===== config.mk =====
export PLATFORM = sky130hd
export DESIGN_NAME = pc_redirect_ctrl
export DESIGN_NICKNAME = d
export VERILOG_FILES = /design/src/rtl/pc_redirect_ctrl.sv
export SDC_FILE = /design/constraint.sdc
export NUM_CORES = 1
export LEC_CHECK = 0
export CORE_AREA = 2 2 112 114
export DETAILED_ROUTE_END_ITERATION = 7
export DIE_AREA = 0 0 114 116
export DONT_BUFFER_PORTS = 1
export SLEW_MARGIN = 20
export SYNTH_ARGS = -nofsm -noshare
export SYNTH_HDL_FRONTEND = slang
export SYNTH_SLANG_ARGS = --single-unit

===== constraint.sdc =====
create_clock -name clk -period 3.1 [get_ports clk]
set_clock_uncertainty 0.15 [all_clocks]
set_input_delay 0.31 -clock clk [delete_from_list [all_inputs] [get_ports clk]]
set_output_delay 0.31 -clock clk [all_outputs]
set_load 0.02 [all_outputs]

===== src/rtl/pc_redirect_ctrl.sv =====
// pc_redirect_ctrl: fetch redirect priority and pending-target sequencer; REDIRECT_PERF_EN adds perf counters
module pc_redirect_ctrl (
    input  logic        clk,
    input  logic        rst,
    input  logic        inst_stall,
    input  logic        validD,
    input  logic        jumpD,
    input  logic        jump_conflictD,
    input  logic [31:0] pc_jumpD,
    input  logic        branch_takenE,
    input  logic [31:0] pc_branchE,
    input  logic        excepM,
    input  logic [31:0] pc_excepM,
    input  logic [31:0] pc_plus4F,
    output logic [31:0] pc_nextF,
    output logic        pc_enF,
    output logic        stallD,
    output logic        flushD,
    output logic        flushE,
    output logic        redirect_busy,
    output logic [31:0] redirect_cnt,
    output logic [31:0] conflict_cycles
);
    typedef enum logic [1:0] {IDLE, PEND} state_t;
    state_t state, state_n;
    logic [31:0] pend_pc, pend_d;
    logic pend_ld;
    // state and latched redirect target
    always_ff @(posedge clk or posedge rst) begin
        if (rst) begin
            state   <= IDLE;
            pend_pc <= '0;
        end else begin
            state <= state_n;
            if (pend_ld) pend_pc <= pend_d;
        end
    end
    // redirect priority: exception, then pending target or branch, then decode jump
    always_comb begin
        pc_nextF = pc_plus4F;
        pc_enF   = 1'b0;
        stallD   = 1'b0;
        flushD   = 1'b0;
        flushE   = 1'b0;
        state_n  = state;
        pend_ld  = 1'b0;
        pend_d   = pc_jumpD;
        if (rst) begin
            state_n = IDLE;
        end else if (excepM) begin
            pc_nextF = pc_excepM;
            pc_enF   = ~inst_stall;
            flushD   = 1'b1;
            flushE   = 1'b1;
            state_n  = IDLE;
        end else if (state == PEND) begin
            pc_nextF = pend_pc;
            pc_enF   = ~inst_stall;
            state_n  = inst_stall ? PEND : IDLE;
        end else if (branch_takenE) begin
            pc_nextF = pc_branchE;
            pc_enF   = ~inst_stall;
            pend_d   = pc_branchE;
            pend_ld  = inst_stall;
            state_n  = inst_stall ? PEND : IDLE;
        end else if (jumpD && validD) begin
            if (jump_conflictD) begin
                stallD = 1'b1;
            end else begin
                pc_nextF = pc_jumpD;
                pc_enF   = ~inst_stall;
                pend_ld  = inst_stall;
                state_n  = inst_stall ? PEND : IDLE;
            end
        end else begin
            pc_enF = ~inst_stall;
        end
    end
    assign redirect_busy = (state == PEND);
`ifdef REDIRECT_PERF_EN
    logic redir_app;
    assign redir_app = pc_enF & (excepM | (state == PEND) | branch_takenE | (jumpD & validD));
    // applied-redirect and conflict-stall counters, wrapping naturally
    always_ff @(posedge clk or posedge rst) begin
        if (rst) begin
            redirect_cnt    <= '0;
            conflict_cycles <= '0;
        end else begin
            if (redir_app) redirect_cnt <= redirect_cnt + 32'd1;
            if (stallD) conflict_cycles <= conflict_cycles + 32'd1;
        end
    end
`else
    assign redirect_cnt    = '0;
    assign conflict_cycles = '0;
`endif
endmodule


==> flow_metrics.tcl <==
set metrics [dict create \
    status "finished clean" \
    worst_slack_ns 0.4675 \
    worst-path-max-fanout 40 \
    clock.fmax_mhz 379.9 \
    drt_iter0_markers 166 \
    worstHoldPathCells 2 \
    hpwl_um 7698 \
    critPathRequiredTime_ns 2.64 \
    diodes 0 \
    hold_start "branch_takenE" \
    initial_core_util_pct 29.84 \
    cts_tree "done" \
    htreeDepth 2 \
    die_y_um 116 \
    rows 40 \
    slew_headroom_pct 43.73 \
    wl_met1_um 4111 \
    top_layer_used "met4" \
    wl_met3_um 843 \
    synth_compound_area_share_pct 20.98 \
    synthTopCellsByArea "dfrtp_1 23%, mux2_2 16%, buf_4 14%" \
    die-area_mm2 0.01322 \
    ys.flop_type "dfrtp_1" \
    grt_first_pass_wirelength_um 15520 \
    final_cell_mix "64 x conb_1, 52 x mux2_2, 48 x nor2_1" \
    met2_wirelength_um 5365 \
    viasPerCell 5.613 \
    leakage_nw 1.689 \
    wire_per_inst_um 18.60 \
    route.vias.total 3160 \
    r2r_end "pend_pc[5]" \
    synth_edf_count 0 \
    reg2regPathDepth 4 \
    place_ws_ns 0.7092 \
    r2r_slack_ns 0.88 \
    hold_class "input port to flop" \
    cts_max_path_buffers 2 \
    clk_pin_slew_ns 0.05 \
    cts.sinks 33 \
    drtPass1Iterations 4 \
    io_pins 237 \
    synth.avg_cell_area_um2 8.909 \
    end_kind "output port" \
    layout-drive-gt1-share_pct 26.68 \
    synthXorXnorAreaFrac_pct 0 \
    yosysSeqAreaShare_pct 23.23 \
    postRouteWirelength_um 10470 \
    worstReg2RegStart "state[0]" \
    fill_cells 1224 \
    drtAntennaViolNets 0 \
    synth_area_mm2 0.003555 \
    layout_min_cycle_time_ns 2.633 \
    p_per_area_mw_per_mm2 436.0 \
    cp_slowest_cell "dlygate4sd3_1" \
    area_delta_synth_final_pct 8.835 \
    port_buffers 0 \
    die_x_um 114 \
    routabilityCongestion 0.7083 \
    grt_max_degree 41 \
    crit_chain "dlygate4sd3_1 > inv_2 > buf_12 > nor2_1 > o32ai_1 > buf_4" \
    cap_violations 0 \
    ys_seq_elements 33 \
    drc 0 \
    critPathKind "input port to output port" \
    globalRouteTotalUtil_pct 14.90 \
    slew_violations 0 \
    tns_ns 0 \
    grt_antenna_before_repair 0 \
    synthSimpleGateAreaFrac_pct 10.10 \
    grt_pass1_vias 3119 \
    clk_latency_ns 0.27 \
    synth_mux_area_share_pct 27.03 \
    setup_viol 0 \
    synthCells 399 \
    holdPathEnd "state[0]" \
    synth_top_family_by_area "multiplexers" \
    vdd_drop_max_mv 0.1837 \
    crit_arrival_ns 2.17 \
    slowest_delay_ns 0.56 \
    grt_overflow 0 \
    synth.distinct_cells 32 \
    finalHoldViolCount 0 \
    synth_fa_ha_area_share_pct 0 \
    rsz0062_at_grt "no" \
    ys_warn_count 0 \
    finalCritPeriodShare_pct 84.92 \
    setup.worst_path.start_class "input port" \
    coreArea_mm2 0.01191 \
    async_reset_ff_share_pct 100.0 \
    worstMarginPinSlew_ns 0.8440 \
    cts_buffers 5 \
    yosysTopAreaCellShare_pct 23.23 \
    yosysTopAreaCell "dfrtp_1" \
    nets 552 \
    root_buffer "clkbuf_16" \
    layout_commonest_cell "conb_1" \
]
==> worst max-delay path, delay by kind of cell <==
kind / cells / cell delay, ns
buffers and inverters: 4 / 1.47
and+or+nand+nor: 1 / 0.08
AOI/OAI and AO/OA: 1 / 0.31
==> layout make-up <==
type	count	area [um^2]	share of cell area, %
tap	147	183.9	4.754
clock inverter	2	35.03	0.9056
timing repair buffer	46	360.3	9.314
inverter	4	15.01	0.3881
multi-input combinational	326	2322	60.03
clock buffer	5	125.1	3.234
sequential	33	827.0	21.38
==> cells by family (layout without fill, tap and decap cells) <==
family                 Yosys count  count (layout)
and+or+nand+nor                 76              76
muxes                           88              88
AOI/OAI and AO/OA               98              98
DFF                             33              33
other                            1              64
buffers and inverters          103              57
==> where the power goes <==
part	switching [mW]	internal, mW
registers	0.0579	0.539
logic	0.302	0.231
clock network	0.184	0.373
total	0.544	1.14
==> how the worst max path moves through the flow <==
stage                     startpoint           end  slack (ns)
after detailed placement      excepM   pend_pc[22]        0.71
final                            rst  pc_nextF[19]        0.47
after global routing             rst  pc_nextF[29]        0.35
after CTS                        rst  pc_nextF[19]        0.46
after floorplan                  rst  pc_nextF[17]        0.24
after global placement        excepM   pend_pc[26]        0.73
==> flip-flops by register name (all words and copies together) (netlist names) <==
name and cells:
state 1, pend_pc 32
==> metrics by stage <==
stage / std cells / power [mW] / hold slack [ns] / utilization, % / cell area, um^2
global placement: 555 / 1.118 / 0.1002 / 31.05 / 3699
CTS: 563 / 1.714 / 0.1201 / 32.48 / 3869
floorplan: 462 / 1.056 / 0.3081 / - / 3791
detailed placement: 555 / 1.134 / 0.1078 / 31.05 / 3699
global route: 563 / 1.790 / 0.1247 / 32.48 / 3869
finish: 563 / 1.687 / 0.1285 / 32.48 / 3869
==> cells in the mapped netlist, types with 2 or more instances <==
library cell  count
inv_1             4
and3b_1           2
buf_4            65
a31oi_1           8
buf_2             5
o22ai_1           8
mux2_1           12
o21ai_0          24
nor2_1           48
buf_6             3
clkbuf_1         25
dfrtp_1          33
a221oi_1         31
nand3_1          16
o32ai_1          23
mux2i_1          24
mux2_2           52
nand2b_1          2
==> metal layers <==
metal | up-vias | global-route usage (%)
met1 | 1536 | 16.57
met2 | 195 | 27.98
met4 | 0 | 4.634
li1 | 1416 | -
met5 | - | 0
met3 | 13 | 3.661
==> repair_timing <==
action                    CTS  global route
buffers inserted            0             0
gates resized for setup     0             0
hold buffers                1             0
hold endpoints to repair    7             0
No activity file was read; power rests on OpenSTA's default activity.
